`src/rtl/imem_pkg.sv`:
```
// Shared types and constants for the instruction-memory loader.
// Optional checksum output is enabled with IMEM_LOAD_CHECKSUM_EN.
package imem_pkg;

  typedef enum logic {
    IDLE,
    WRITE
  } state_e;

  localparam int unsigned BYTES_PER_WORD = 4;
  localparam int unsigned IMEM_DEPTH     = 1024;
  localparam int unsigned CNT_W          = 16;

  // Big-endian byte select: beat 0 returns the most significant byte.
  function automatic logic [7:0] byte_sel(input logic [31:0] w, input logic [1:0] beat);
    return w[31 - 8 * beat -: 8];
  endfunction

endpackage

```
`src/rtl/imem_word_serializer.sv`:
```
// Splits one latched 32-bit word into four registered big-endian byte writes.
// Unaffected by IMEM_LOAD_CHECKSUM_EN.
module imem_word_serializer
  import imem_pkg::*;
#(
  parameter int unsigned AWIDTH = 32,
  parameter int unsigned IWIDTH = 32
) (
  input  logic              clk,
  input  logic              rst_n,
  input  logic              start,
  input  logic [IWIDTH-1:0] word,
  input  logic [AWIDTH-1:0] base,
  output logic              mem_we,
  output logic [AWIDTH-1:0] mem_addr,
  output logic [7:0]        mem_wdata,
  output logic              done
);

  logic [1:0]        beat_q;
  logic [IWIDTH-1:0] word_q;

  always_ff @(posedge clk or negedge rst_n) begin
    if (!rst_n) begin
      mem_we    <= 1'b0;
      mem_addr  <= '0;
      mem_wdata <= '0;
      beat_q    <= '0;
      word_q    <= '0;
    end else if (start) begin
      mem_we    <= 1'b1;
      mem_addr  <= base;
      mem_wdata <= byte_sel(word, 2'd0);
      beat_q    <= '0;
      word_q    <= word;
    end else if (mem_we) begin
      if (beat_q == 2'd3) begin
        mem_we <= 1'b0;
      end else begin
        beat_q    <= beat_q + 2'd1;
        mem_addr  <= mem_addr + AWIDTH'(1);
        mem_wdata <= byte_sel(word_q, beat_q + 2'd1);
      end
    end
  end

  // High during the cycle that carries the last byte.
  assign done = mem_we & (beat_q == 2'd3);

endmodule

```
`src/rtl/imem_load_ctrl.sv`:
```
// Instruction-memory loader/arbiter: accepts words, writes them bytewise, gates CPU fetch.
// Define IMEM_LOAD_CHECKSUM_EN to add the ld_csum running-sum output.
module imem_load_ctrl
  import imem_pkg::*;
#(
  parameter int unsigned AWIDTH = 32,
  parameter int unsigned IWIDTH = 32,
  parameter int unsigned DEPTH  = IMEM_DEPTH
) (
  input  logic              clk,
  input  logic              rst_n,
  input  logic              load_en,
  input  logic              ld_valid,
  output logic              ld_ready,
  input  logic [AWIDTH-1:0] ld_addr,
  input  logic [IWIDTH-1:0] ld_data,
  output logic              mem_we,
  output logic [AWIDTH-1:0] mem_addr,
  output logic [7:0]        mem_wdata,
  input  logic              fetch_req,
  output logic              fetch_grant,
  output logic              fetch_stall,
  output logic              load_busy,
  output logic              ld_err,
`ifdef IMEM_LOAD_CHECKSUM_EN
  output logic [IWIDTH-1:0] ld_csum,
`endif
  output logic [CNT_W-1:0]  words_loaded
);

  localparam int unsigned AW1 = AWIDTH + 1;

  state_e           state_q;
  logic             load_en_q;
  logic             ready_q;
  logic             ld_err_q;
  logic [CNT_W-1:0] words_q;
  logic             session_start;
  logic             accept;
  logic             addr_ok;
  logic             ser_start;
  logic             ser_done;
  logic [AW1-1:0]   last_byte;

  assign session_start = load_en & ~load_en_q;

  // ready_q mirrors "idle" but stays low while in reset.
  assign ld_ready  = load_en & ready_q;
  assign accept    = ld_valid & ld_ready;
  assign last_byte = {1'b0, ld_addr} + AW1'(BYTES_PER_WORD - 1);
  assign addr_ok   = (ld_addr[1:0] == 2'b00) && (last_byte < AW1'(DEPTH));
  assign ser_start = accept & addr_ok;

  always_ff @(posedge clk or negedge rst_n) begin
    if (!rst_n) begin
      state_q   <= IDLE;
      load_en_q <= 1'b0;
      ready_q   <= 1'b0;
      ld_err_q  <= 1'b0;
      words_q   <= '0;
    end else begin
      load_en_q <= load_en;
      if (session_start) begin
        ld_err_q <= 1'b0;
        words_q  <= '0;
      end else if (ser_done && (words_q != '1)) begin
        words_q <= words_q + CNT_W'(1);
      end
      unique case (state_q)
        IDLE: begin
          ready_q <= 1'b1;
          if (accept) begin
            if (addr_ok) begin
              state_q <= WRITE;
              ready_q <= 1'b0;
            end else begin
              ld_err_q <= 1'b1;
            end
          end
        end
        WRITE: begin
          ready_q <= 1'b0;
          if (ser_done) begin
            state_q <= IDLE;
            ready_q <= 1'b1;
          end
        end
        default: state_q <= IDLE;
      endcase
    end
  end

  imem_word_serializer #(
    .AWIDTH(AWIDTH),
    .IWIDTH(IWIDTH)
  ) u_serializer (
    .clk      (clk),
    .rst_n    (rst_n),
    .start    (ser_start),
    .word     (ld_data),
    .base     (ld_addr),
    .mem_we   (mem_we),
    .mem_addr (mem_addr),
    .mem_wdata(mem_wdata),
    .done     (ser_done)
  );

`ifdef IMEM_LOAD_CHECKSUM_EN
  logic [IWIDTH-1:0] csum_word_q;
  logic [IWIDTH-1:0] csum_q;

  always_ff @(posedge clk or negedge rst_n) begin
    if (!rst_n) begin
      csum_word_q <= '0;
      csum_q      <= '0;
    end else begin
      if (ser_start) csum_word_q <= ld_data;
      if (session_start) csum_q <= '0;
      else if (ser_done) csum_q <= csum_q + csum_word_q;
    end
  end

  assign ld_csum = csum_q;
`endif

  assign load_busy    = (state_q == WRITE);
  assign ld_err       = ld_err_q;
  assign words_loaded = words_q;
  assign fetch_grant  = fetch_req & ~load_en & (state_q == IDLE);
  assign fetch_stall  = fetch_req & ~fetch_grant;

endmodule

```
`config.mk`:
```
export PLATFORM = sky130hd
export DESIGN_NAME = imem_load_ctrl
export DESIGN_NICKNAME = d
export VERILOG_FILES = /design/src/rtl/imem_pkg.sv /design/src/rtl/imem_word_serializer.sv /design/src/rtl/imem_load_ctrl.sv
export SDC_FILE = /design/constraint.sdc
export NUM_CORES = 1
export LEC_CHECK = 0
export BUFFER_PORTS_ARGS = -buffer_cell sky130_fd_sc_hd__buf_2
export CORE_ASPECT_RATIO = 1.1
export CORE_MARGIN = 2
export CORE_UTILIZATION = 32
export CTS_BUF_LIST = sky130_fd_sc_hd__clkbuf_16
export DETAILED_ROUTE_END_ITERATION = 8
export PLACE_DENSITY_LB_ADDON = 0.3
export SLEW_MARGIN = 20
export SYNTH_ARGS = -nofsm -noshare
export SYNTH_HDL_FRONTEND = slang
export SYNTH_HIERARCHICAL = 1
export SYNTH_SLANG_ARGS = --single-unit
```
`constraint.sdc`:
```
create_clock -name clk -period 4.85 [get_ports clk]
set_input_delay 0.7275 -clock clk [delete_from_list [all_inputs] [get_ports clk]]
set_output_delay 0.7275 -clock clk [all_outputs]
set_load 0.005 [all_outputs]
```
Yosys cells after proc, flatten, opt, wreduce, memory -nomap -nowiden

Index checks and enable logic that the tools add are counted.
Widths: inputs -> output; s select.

Register bits after elaboration: 95
Bits of input ports: 69
Output and inout bits: 62
Word-level logic and storage cells: 64

Add/sub/neg operators: 5
Order comparisons: 1
Equality and inequality tests: 3
Shifts and indexed selects: 1
Muxes and demuxes: 26
Bitwise gates (word level): 12
Reductions and logical operators: 6

Operators by type and width:

| cell                  | number |
|---|---|
| $mux 32               | 3 |
| $shiftx 39x33->8      | 1 |
| $add 32x2->33 const B | 1 |
| $lt 33x11->1 const B  | 1 |
| $add 32x1->32 const B | 1 |
| $mux 16               | 2 |
| $mux 8                | 3 |
| $add 16x1->16 const B | 1 |
| $ne 16x16->1 const B  | 1 |
| $mux 1                | 13 |
| $and 1x1->1           | 8 |
| $mux 2                | 3 |
| $sub 5x5->6 const A   | 1 |
| $not 1->1             | 4 |
| $pmux 1 s2            | 2 |
| $reduce_bool 2->1     | 2 |
| $add 2x1->2 const B   | 1 |
| $eq 2x2->1 const B    | 1 |
| $logic_and 1x1->1     | 2 |
| $logic_not 2->1       | 1 |
| $ne 2x2->1 const B    | 1 |
| $reduce_and 2->1      | 1 |

Longest topological paths before layout

Depth in word-level cells: 6
Mapped depth: 13
Mapped depth without buffers: 11

By module

Netlist, hierarchy kept.

Modules (own cells, without submodules):

| module               | instances | cells an instance | area an instance (um^2) | sequential area each (um^2) |
|---|---|---|---|---|
| imem_word_serializer | 1         | 350               | 3,739.8                 | 1,876.8 |
| imem_load_ctrl       | 1         | 149               | 1,263.7                 | 500.5 |

Worst setup path after synthesis

Ideal clock, no wire load.

Path kind: input-to-reg
From: input ld_addr[1]
To: register u_serializer.mem_addr[17]
Setup time: 0.082 ns
Arrival time: 3.609 ns
Data required time: 4.768 ns
Setup slack: 1.159 ns
Stages on the path: 11
Buffers on the path: 3
Cell sequence: or4_1 > or4_1 > a21oi_1 > o21ai_1 > nor4_1 > and3_1 > clkbuf_1 > inv_1 > clkbuf_8 > dlygate4sd3_1 > a31oi_1

Cells in the longest elaborated chain, start to end: 6
Elaborated cells between the ends (all ways): 9
Those cells by class: 1 x add/sub; 1 x order compare; 1 x eq/ne; 1 x mux; 1 x bitwise; 4 x reduce/logical

RTL lines:

| what                                                      | line                       | text |
|---|---|---|
| start, declared                                           | imem_load_ctrl.sv:15       | `input logic [AWIDTH-1:0] ld_addr,` |
| $add 32x2->33                                             | imem_load_ctrl.sv:50       | `assign last_byte = {1'b0, ld_addr} + AW1'(BYTES_PER_WORD - 1);` |
| $lt 33x11->1                                              | imem_load_ctrl.sv:51       | `assign addr_ok = (ld_addr[1:0] == 2'b00) && (last_byte < AW1'(DEPTH));` |
| $logic_and 1x1->1 *                                       | imem_load_ctrl.sv:51       |  |
| $and 1x1->1 *                                             | imem_load_ctrl.sv:52       | `assign ser_start = accept & addr_ok;` |
| via ser_start                                             | imem_load_ctrl.sv:41       | `logic ser_start;` |
| $ne 2x2->1 (no line) or $reduce_bool 2->1 (tied branches) | n/a                        |  |
| $reduce_and 2->1 (no line)                                | n/a                        |  |
| end signal, assigned                                      | imem_word_serializer.sv:32 | `mem_addr <= base;` |
| end signal, assigned                                      | imem_word_serializer.sv:41 | `mem_addr <= mem_addr + AWIDTH'(1);` |
| end, declared                                             | imem_word_serializer.sv:15 | `output logic [AWIDTH-1:0] mem_addr,` |

The timed path passes the listed nets; every way through them passes the cells marked *.
A chain may end at the register's enable or synchronous reset.

Worst setup path after layout

From: input ld_addr[4]
To: register u_serializer.mem_addr[28]

Cells in the longest elaborated chain, start to end: 6
Elaborated cells between the ends (all ways): 8
Those cells by class: 1 x add/sub; 1 x order compare; 1 x eq/ne; 1 x mux; 1 x bitwise; 3 x reduce/logical

RTL lines:

| what                                                      | line |
|---|---|
| $add 32x2->33 *                                           | imem_load_ctrl.sv:50 |
| $lt 33x11->1 *                                            | imem_load_ctrl.sv:51 |
| $logic_and 1x1->1 *                                       | imem_load_ctrl.sv:51 |
| $and 1x1->1 *                                             | imem_load_ctrl.sv:52 |
| via ser_start                                             | imem_load_ctrl.sv:41 |
| $ne 2x2->1 (no line) or $reduce_bool 2->1 (tied branches) | n/a |
| $reduce_and 2->1 (no line)                                | n/a |

Marked as above.

==> impl_metrics.ini <==
[route]
drcViolationCount = 0
first_pass_iters = 5
via_per_inst = 5.26
dr.first_iter.drc_count = 249
ant_nets = 0
wl_per_cell_um = 16.4
routed_wl_um = 13500
via_count = 4329

[clock_network]
cts_buffers = 9
cts_htree_levels = 3
clkSlewWorstSetupHoldPaths_ns = 0.07
clock_sinks = 95
cts_setup_buffers = 0
root_buffer = clkbuf_16
ctsHoldBuffers = 0
clkLatencyLatePin_ns = 0.35
clk_path_buf_depth = 2
cts_tree = built
cts_resized = 0

[layout]
final_cell_area_mm2 = 0.00615
final_cells = 823
antenna_cells = 0
syn2layout_area_growth_pct = 23.0
layout-drive-gt1-share_pct = 30.6
final_nets = 694
fin_util_pct = 40.6

[sta]
post-route-period-util_pct = 71.3
rsz0062_at_grt = no
tightest_slew_ns = 0.893
skew_ns = 0.00317
setup_viol = 0
setup_tns_ns = 0
max_freq_mhz = 289
whs_ns = 0.439
hold_violations = 0
max_slew_margin_pct = 39.9
setup_slack_ns = 1.39
fin_crit_ns = 3.46
maxSlewViolCount = 0

[global_route]
gr-total-overflow = 0
grt_max_degree = 93
antenna_found_initial = 0
grt_pass1_vias = 4207
grt_pass1_wl_um = 21700
grt_usage_pct = 16.7

[flow_run]
cap_viol_max_count = 0

[critical_path]
cp.arrival_ns = 3.69
start_kind = input pin
end_kind = register
cp_top_family = simple AND/OR/NAND/NOR gates
path_max_fanout = 17
cp_slowest_cell = nor3_1
criticalPathCategory = in -> reg
worstPathRequired_ns = 5.08
cp_cell_sequence = buf_2, nand4_1, nor3_1, nand3_1, a211oi_1, nor2_1, nor4_1, and3_2, inv_1, buf_4, nand2_1, a2bb2oi_1, nand3b_1
path_buf_inv = 3
slowest_delay_ns = 0.64

[die]
core_area_mm2 = 0.0152
pin_count = 131
die_y_um = 135
design.die.area_mm2 = 0.0167
start_util_pct = 33.0
fp.dieW_um = 123
rows = 47

[yosys]
avgSynthCellArea_um2 = 10.0
ys.flop_type = dfrtp_1
yosysWarnings = 6
syn_area_mm2 = 0.00500
yosys.cell_types.count = 52
ys_seq_elements = 95
synthArstFlopShare_pct = 100
syn_nets = 571
ys_seq_area_share_pct = 47.5
synth_enable_flop_cells = 0
syn_inst = 499

[pwr]
power_mw = 1.62
power-per-cell-area_mw_per_mm2 = 263
total_leakage_power_nw = 2.70
vdd_drop_max_v = 0.000128

[placed_design]
placedCellCount = 807
preCtsSetupSlack_ns = 1.12
dp.final_hpwl_um = 9990
portBuffers = 130
placed_cell_area_mm2 = 0.00584
routabilityCongestion = 0.882

[run_status]
status = finished clean

[worst_hold_path]
hold_path.class = in -> async
-- final cells by class --
cell class	instances	area [um^2]
flip-flops and latches	95	2380
inverters	18	67.6
repair buffers	134	696
multi-input cells	364	2450
well taps	196	245
clock buffers	9	225
clock inverters	7	88.8
fillers	1516	9020
-- final timing paths --
| check | startpoint | endpoint | slack (ns) | cells past startpoint |
|---|---|---|---|---|
| min | rst_n | u_serializer/mem_addr[17] | 0.44 | 1 |
| min reg2reg | u_serializer/word_q[0] | u_serializer/word_q[0] | 0.50 | 1 |
| max in group asynchronous | rst_n | words_loaded[6] | 3.47 | 2 |
| max reg2reg | u_serializer/beat_q[0] | u_serializer/mem_addr[31] | 1.96 | 5 |
| min in group clk | u_serializer/word_q[0] | u_serializer/word_q[0] | 0.50 | 1 |
| max | ld_addr[4] | u_serializer/mem_addr[28] | 1.39 | 13 |
-- state kept, by name (all words and copies together), names as in the netlist --
name / count
u_serializer/beat_q: 2
u_serializer/mem_addr: 32
load_en_q: 1
u_serializer/mem_we: 1
u_serializer/word_q: 32
load_busy: 1
u_serializer/mem_wdata: 8
ld_err: 1
words_loaded: 16
ready_q: 1
-- synthesized netlist by cell type, types with 4 or more instances --
library cell   n  area [um^2]
a21oi_1        6         30.0
a31oi_1       13         81.3
and2_1         4         25.0
and3_1         7         43.8
and4_1         4         35.0
clkbuf_1      16         60.1
dfrtp_1       95         2380
inv_1         18         67.6
mux2_2        25          282
mux2i_1       11          110
mux4_2         8          180
nand2_1       45          169
nand3_1       33          165
nand4_1       12         75.1
nor2_1        43          161
nor2b_1        4         25.0
nor3_1         8         40.0
nor4_1         8         50.1
o211ai_1       5         37.5
o21ai_0       32          160
o31ai_1       10         75.1
or2_2          4         25.0
or3_1          7         43.8
or4_1         17          128
xnor2_1       14          123
xor2_1        14          123
-- cells in the final DEF (no fill, tap or decap), types with 12 or more instances in the layout --
| cell type | n |
|---|---|
| xnor2_1 | 14 |
| buf_2 | 129 |
| dfrtp_1 | 95 |
| or4_1 | 17 |
| a31oi_1 | 13 |
| mux2_2 | 25 |
| nand2_1 | 45 |
| o21ai_0 | 32 |
| nand3_1 | 33 |
| inv_1 | 19 |
| nor2_1 | 43 |
| xor2_1 | 14 |
| nand4_1 | 12 |
-- worst register-to-register path, cell delays in order (launching register included) --
cell	delay (ns)
dfrtp_1	0.60
ha_1	0.37
nand3b_1	0.28
or4_1	0.80
or4_1	0.59
a31oi_1	0.18
-- power breakdown --
| part | switching [mW] | internal (mW) | total, mW |
|---|---|---|---|
| sequential | 0.0000963 | 0.792 | 0.793 |
| clock | 0.309 | 0.448 | 0.757 |
| combinational | 0.0443 | 0.0274 | 0.0717 |
| total | 0.353 | 1.27 | 1.62 |
-- layer usage --
layer | up-vias | wire, um | GRT usage (%)
met4 | 0 | 238 | 5.62
met5 | - | 0 | 0
met3 | 17 | 968 | 4.97
met2 | 148 | 6530 | 27.0
li1 | 2070 | - | -
met1 | 2094 | 5770 | 21.3
-- cells by family (layout without fill, tap and decap cells) --
family                   Yosys count  after routing  synth area share, %
AO/OA/AOI/OAI                     81             81                 10.1
AND/OR/NAND/NOR                  208            208                 21.8
XOR/XNOR                          28             28                 4.90
adder cells (fa/ha/maj)            3              3                0.750
buffers and inverters             40            168                 3.53
multiplexers                      44             44                 11.4
flip-flops                        95             95                 47.5
Power figures use the tool's default switching activity.
